## src/rtl/up_down_mon.sv

```systemverilog
// Passive monitor for an up/down counter: decodes step direction from successive
// valid samples and reports wraps, reversals and illegal steps with saturating tallies.
module up_down_mon #(
    parameter int WIDTH   = 5,
    parameter int TALLY_W = 8
) (
    input  logic               clk,
    input  logic               reset,
    input  logic [WIDTH-1:0]   count_in,
    input  logic               valid,
    input  logic               clear,
    output logic               dir,
    output logic               dir_valid,
    output logic               wrap_up,
    output logic               wrap_dn,
    output logic               rev,
    output logic               step_err,
    output logic [TALLY_W-1:0] err_count,
    output logic [TALLY_W-1:0] rev_count
);

    localparam logic [1:0] S_INIT = 2'd0;
    localparam logic [1:0] S_SYNC = 2'd1;
    localparam logic [1:0] S_UP   = 2'd2;
    localparam logic [1:0] S_DN   = 2'd3;

    localparam logic [WIDTH-1:0]   COUNT_MAX = '1;
    localparam logic [TALLY_W-1:0] TALLY_MAX = '1;

    logic [1:0]         r_state;
    logic [WIDTH-1:0]   r_prev;
    logic               r_dir;
    logic               r_wrap_up;
    logic               r_wrap_dn;
    logic               r_rev;
    logic               r_step_err;
    logic [TALLY_W-1:0] r_err_count;
    logic [TALLY_W-1:0] r_rev_count;

    logic [WIDTH-1:0]   w_delta;
    logic               w_is_up;
    logic               w_is_dn;
    logic [1:0]         w_state_next;
    logic               w_dir_next;
    logic               w_wrap_up_next;
    logic               w_wrap_dn_next;
    logic               w_rev_next;
    logic               w_step_err_next;

    // Modular difference: a wrap from max to 0 still decodes as a single up step.
    assign w_delta = count_in - r_prev;
    assign w_is_up = (w_delta == WIDTH'(1));
    assign w_is_dn = (w_delta == COUNT_MAX);

    always_comb begin
        w_state_next    = r_state;
        w_dir_next      = r_dir;
        w_wrap_up_next  = 1'b0;
        w_wrap_dn_next  = 1'b0;
        w_rev_next      = 1'b0;
        w_step_err_next = 1'b0;
        if (valid) begin
            case (r_state)
                S_INIT: begin
                    w_state_next = S_SYNC;
                end
                S_SYNC: begin
                    if (w_is_up) begin
                        w_state_next = S_UP;
                        w_dir_next   = 1'b1;
                    end else if (w_is_dn) begin
                        w_state_next = S_DN;
                        w_dir_next   = 1'b0;
                    end else begin
                        w_step_err_next = 1'b1;
                    end
                end
                S_UP: begin
                    if (w_is_dn) begin
                        w_state_next = S_DN;
                        w_dir_next   = 1'b0;
                        w_rev_next   = 1'b1;
                    end else if (!w_is_up) begin
                        w_state_next    = S_SYNC;
                        w_step_err_next = 1'b1;
                    end
                end
                default: begin
                    if (w_is_up) begin
                        w_state_next = S_UP;
                        w_dir_next   = 1'b1;
                        w_rev_next   = 1'b1;
                    end else if (!w_is_dn) begin
                        w_state_next    = S_SYNC;
                        w_step_err_next = 1'b1;
                    end
                end
            endcase
            // The first sample after init has no meaningful prev, so no wrap there.
            if (r_state != S_INIT) begin
                w_wrap_up_next = w_is_up && (r_prev == COUNT_MAX);
                w_wrap_dn_next = w_is_dn && (r_prev == '0);
            end
        end
    end

    always_ff @(posedge clk or negedge reset) begin
        if (!reset) begin
            r_state     <= S_INIT;
            r_prev      <= '0;
            r_dir       <= 1'b0;
            r_wrap_up   <= 1'b0;
            r_wrap_dn   <= 1'b0;
            r_rev       <= 1'b0;
            r_step_err  <= 1'b0;
            r_err_count <= '0;
            r_rev_count <= '0;
        end else if (clear) begin
            r_state     <= S_INIT;
            r_prev      <= '0;
            r_dir       <= 1'b0;
            r_wrap_up   <= 1'b0;
            r_wrap_dn   <= 1'b0;
            r_rev       <= 1'b0;
            r_step_err  <= 1'b0;
            r_err_count <= '0;
            r_rev_count <= '0;
        end else begin
            r_wrap_up  <= w_wrap_up_next;
            r_wrap_dn  <= w_wrap_dn_next;
            r_rev      <= w_rev_next;
            r_step_err <= w_step_err_next;
            if (valid) begin
                r_state <= w_state_next;
                r_prev  <= count_in;
                r_dir   <= w_dir_next;
                if (w_step_err_next && (r_err_count != TALLY_MAX)) begin
                    r_err_count <= r_err_count + 1'b1;
                end
                if (w_rev_next && (r_rev_count != TALLY_MAX)) begin
                    r_rev_count <= r_rev_count + 1'b1;
                end
            end
        end
    end

    assign dir       = r_dir;
    assign dir_valid = (r_state == S_UP) || (r_state == S_DN);
    assign wrap_up   = r_wrap_up;
    assign wrap_dn   = r_wrap_dn;
    assign rev       = r_rev;
    assign step_err  = r_step_err;
    assign err_count = r_err_count;
    assign rev_count = r_rev_count;

endmodule

```

## config.mk

```make
export PLATFORM = sky130hd
export DESIGN_NAME = up_down_mon
export DESIGN_NICKNAME = d
export VERILOG_FILES = /design/src/rtl/up_down_mon.sv
export SDC_FILE = /design/constraint.sdc
export NUM_CORES = 1
export LEC_CHECK = 0
export CAP_MARGIN = 25
export CORE_MARGIN = 8
export CORE_UTILIZATION = 53
export CTS_CLUSTER_DIAMETER = 60
export DETAILED_ROUTE_END_ITERATION = 10
export PLACE_DENSITY = 0.8
export REMOVE_ABC_BUFFERS = 1
export SLEW_MARGIN = 25
export SYNTH_ARGS = -nofsm -noshare
export SYNTH_HDL_FRONTEND = slang
export SYNTH_SLANG_ARGS = --single-unit
export TNS_END_PERCENT = 1
```

## constraint.sdc

```tcl
create_clock -name clk -period 2.83 [get_ports clk]
set_input_delay 0.7075 -clock clk [delete_from_list [all_inputs] [get_ports clk]]
set_output_delay 0.7075 -clock clk [all_outputs]
set_load 0.02 [all_outputs]
```

==> flow_metrics.tcl <==
set metrics [dict create \
    status "finished, final reports clean" \
    final-instance-count-excl-fill 290 \
    hold_buffers 0 \
    yosys.area_share.adder_pct 7.77 \
    grtUsageTotal_pct 16.6 \
    fp.dieH_um 75.4 \
    io_buffer_count 30 \
    drc_errors 0 \
    boundaryPins 31 \
    worstSkewPairLatency_ns 0.35 \
    antenna_found_initial 0 \
    synth_compound_area_share_pct 15.7 \
    skew_ns 0.0140 \
    cts_tree "yes" \
    ir_drop_mv 0.265 \
    synthCells 198 \
    synthXorXnorAreaFrac_pct 2.28 \
    worst_pin_slew_ns 0.475 \
    via_per_inst 5.91 \
    area_growth_pct 35.6 \
    syn_area_per_cell_um2 9.43 \
    grt_overflow_total 0 \
    finalSetupViolations 0 \
    row_count 21 \
    synth-seq-cells 28 \
    start_util_pct 55.5 \
    r2r_start "r_prev[0]" \
    slew_headroom_pct 68.3 \
    hpwl_um 2960 \
    p_sw_uw 296 \
    h-tree-depth 1 \
    finalHoldViolations 0 \
    fin_crit_ns 2.76 \
    cts_buffer_depth 2 \
    synth_edf_count 0 \
    ys.flop_type "dfrtp_1" \
    synth_mux_area_share_pct 7.64 \
    design_area_um2 2530 \
    min_to "wrap_dn" \
    wl_per_cell_um 16.7 \
    synth_top_family_by_area "simple AND/OR/NAND/NOR gates" \
    coreArea_um2 3360 \
    startpoint_type "input pin" \
    grt_pass1_vias 1638 \
    pwr-share-comb_pct 31.5 \
    cts_root_buffer "clkbuf_4" \
    syn_area_um2 1870 \
    postRouteAntennaNets 0 \
    static-leakage-power_nw 1.04 \
    synthDistinctLibCells 47 \
    dp.cells 282 \
    place_area_um2 2300 \
    wirelength_um 4840 \
    numCtsBuffers 3 \
    grt_max_degree 35 \
    worstSetupPathType "input pin to register" \
    required_ns 3.09 \
    worst_r2r_path_depth 10 \
    timing.max_cap.violations 0 \
    die_x_um 75.4 \
    grt_first_pass_wirelength_um 7500 \
    drt_iter0_drc 155 \
    nFillCells 258 \
    hold_slack_ns 0.492 \
    r2r_end "rev_count[7]" \
    min_delay_path_depth 1 \
    firstDrtPassIters 4 \
    drv_slew 0 \
    gp_congestion 0.789 \
    pwr-share-seq_pct 46.3 \
    fmax_mhz 362 \
    ys_seq_area_share_pct 37.5 \
    drive_gt1_share_pct 26.2 \
    clock_sinks 28 \
    power_density_nw_per_um2 363 \
    hold_class "register to register" \
    synthSimpleGateAreaFrac_pct 24.0 \
    r2r_slack_ns 0.14 \
    holdCritStartpoint "r_prev[1]" \
    multi_input_area_um2 1220 \
    async_flop_share_pct 100 \
    final_nets 265 \
    worst_ep_arrival_time_ns 3.02 \
    ff_latch_area_um2 702 \
    dieArea_um2 5680 \
    route.vias.total 1715 \
    intPower_uw 624 \
    clk_pin_slew_ns 0.16 \
    n_antenna_cell 0 \
    end_kind "register" \
    cp_max_fo 7 \
    clkPwrFrac_pct 22.2 \
    period_share_pct 97.7 \
    swShare_pct 32.1 \
    yosysWarnings 0 \
]
-- cell type report --
type                    instances  area share [%]
multi-input cells             150            48.1
flip-flops and latches         28            27.7
repair buffers                 50            18.7
well taps                      46            2.27
inverters                      12            1.78
clock buffers                   4            1.43
-- registers in the layout (all words and copies together), names as in the netlist --
register and flops:
dir 1, err_count 8, r_prev 5, r_state 2, rev 1, rev_count 8
step_err 1, wrap_dn 1, wrap_up 1
-- per-stage QoR --
| stage | utilization [%] | power, mW | worst slack, ns | TNS, ns |
|---|---|---|---|---|
| 5_1_grt | 75.3 | 0.957 | -0.0180 | -0.0180 |
| 6_report | 75.3 | 0.920 | 0.0659 | 0 |
| 3_5_place_dp | 68.5 | 0.665 | -0.626 | -11.22 |
| 3_3_place_gp | 68.5 | 0.658 | -0.553 | -9.95 |
| 2_1_floorplan | - | 0.560 | -0.0852 | -0.502 |
| 4_1_cts | 72.0 | 0.885 | -0.0437 | -0.131 |
-- per-layer routing --
metal	wire length [µm]	vias up	GRT usage [%]	share of wire, %
li1	-	807	-	-
met1	2110	841	19.7	43
met2	2420	57	28.6	50
met3	228	10	3.16	4.7
met4	82	0	6.61	1.7
met5	0	-	0	0
-- synthesized netlist by cell type (2+ instances only) --
cell      number  area [µm²]
xor2_1         2        17.5
or4_1          6        45.0
buf_1          2        7.51
a221oi_1       2        17.5
buf_6          2        22.5
mux2i_1        6        60.1
inv_1         12        45.0
dfrtp_1       28         701
nor3_1         2        10.0
o21ai_0        6        30.0
o31ai_1        6        45.0
a21oi_1       20         100
and4_1         2        17.5
ha_1          10         125
clkbuf_1       4        15.0
nand2b_1       3        18.8
nand3_2        2        20.0
and3_1         4        25.0
nor2_1        17        63.8
nand2_1        6        22.5
mux2_2         6        67.6
nor2b_1        8        50.1
nand4_1        4        25.0
or3_1          2        12.5
nand3_1       13        65.1
or2_2          2        12.5
-- power groups by stage --
stage	Combinational [mW]	Clock, mW	Sequential (mW)
after floorplan	0.124	0	0.435
after global placement	0.227	0	0.431
after detailed placement	0.233	0	0.432
after CTS	0.254	0.206	0.425
after global routing	0.311	0.219	0.427
final	0.290	0.205	0.426
-- how the worst max path moves through the flow --
stage                 from            to  slack (ns)  cells past startpoint
5_1_grt        count_in[0]  rev_count[7]       -0.02                     12
3_3_place_gp   count_in[0]  rev_count[2]       -0.55                     11
4_1_cts        count_in[0]  rev_count[7]       -0.04                     12
3_5_place_dp   count_in[0]  rev_count[7]       -0.63                     11
2_1_floorplan  count_in[0]  rev_count[7]       -0.09                     10
6_report       count_in[0]  rev_count[7]        0.07                     12
-- cell families after synthesis --
kind of cell | count (synthesis)
simple gates | 78
compound gates | 43
flops | 28
buf+inv | 21
mux | 13
fa+ha+maj | 11
xor+xnor | 4
-- worst max-delay path: stages --
cell and delay [ns]:
buf_6 0.09, inv_2 0.06, ha_4 0.13, inv_2 0.03, fa_2 0.36, nand3_2 0.10, buf_6 0.11, nand3_4 0.07
a2111oi_4 0.54, nand3_4 0.21, a211oi_2 0.29, mux2_4 0.32
-- cell usage in the layout, fill, tap and decap left out, types with 2 or more instances in the layout --
master / instances
nand3_4: 2
a21oi_1: 13
and3_1: 4
nand4_1: 4
clkdlybuf4s50_1: 26
nor2b_1: 8
xor2_2: 2
mux2_2: 5
a221oi_1: 2
ha_4: 3
o21ai_0: 6
ha_1: 6
or4_1: 6
or3_1: 2
nor3_1: 2
inv_2: 2
buf_4: 18
buf_6: 2
nand3_2: 2
nand3_1: 11
a21oi_2: 6
and4_1: 2
or2_2: 2
mux2_4: 3
dlymetal6s2s_1: 2
mux2i_1: 6
inv_1: 10
o31ai_1: 6
nand2_1: 6
dfrtp_1: 27
clkbuf_4: 3
nand2b_1: 3
nor2_1: 17
-- what timing repair did --
| action | 4_1_cts | 5_1_grt |
|---|---|---|
| gates cloned | 1 | 0 |
| resized for setup | 14 | 23 |
| setup buffers | 2 | 1 |
| endpoints found under the hold margin | 0 | 0 |
| pin swaps | 9 | 9 |
| endpoints found under the setup margin | 19 | 17 |
(Power assumes the default switching activity.)
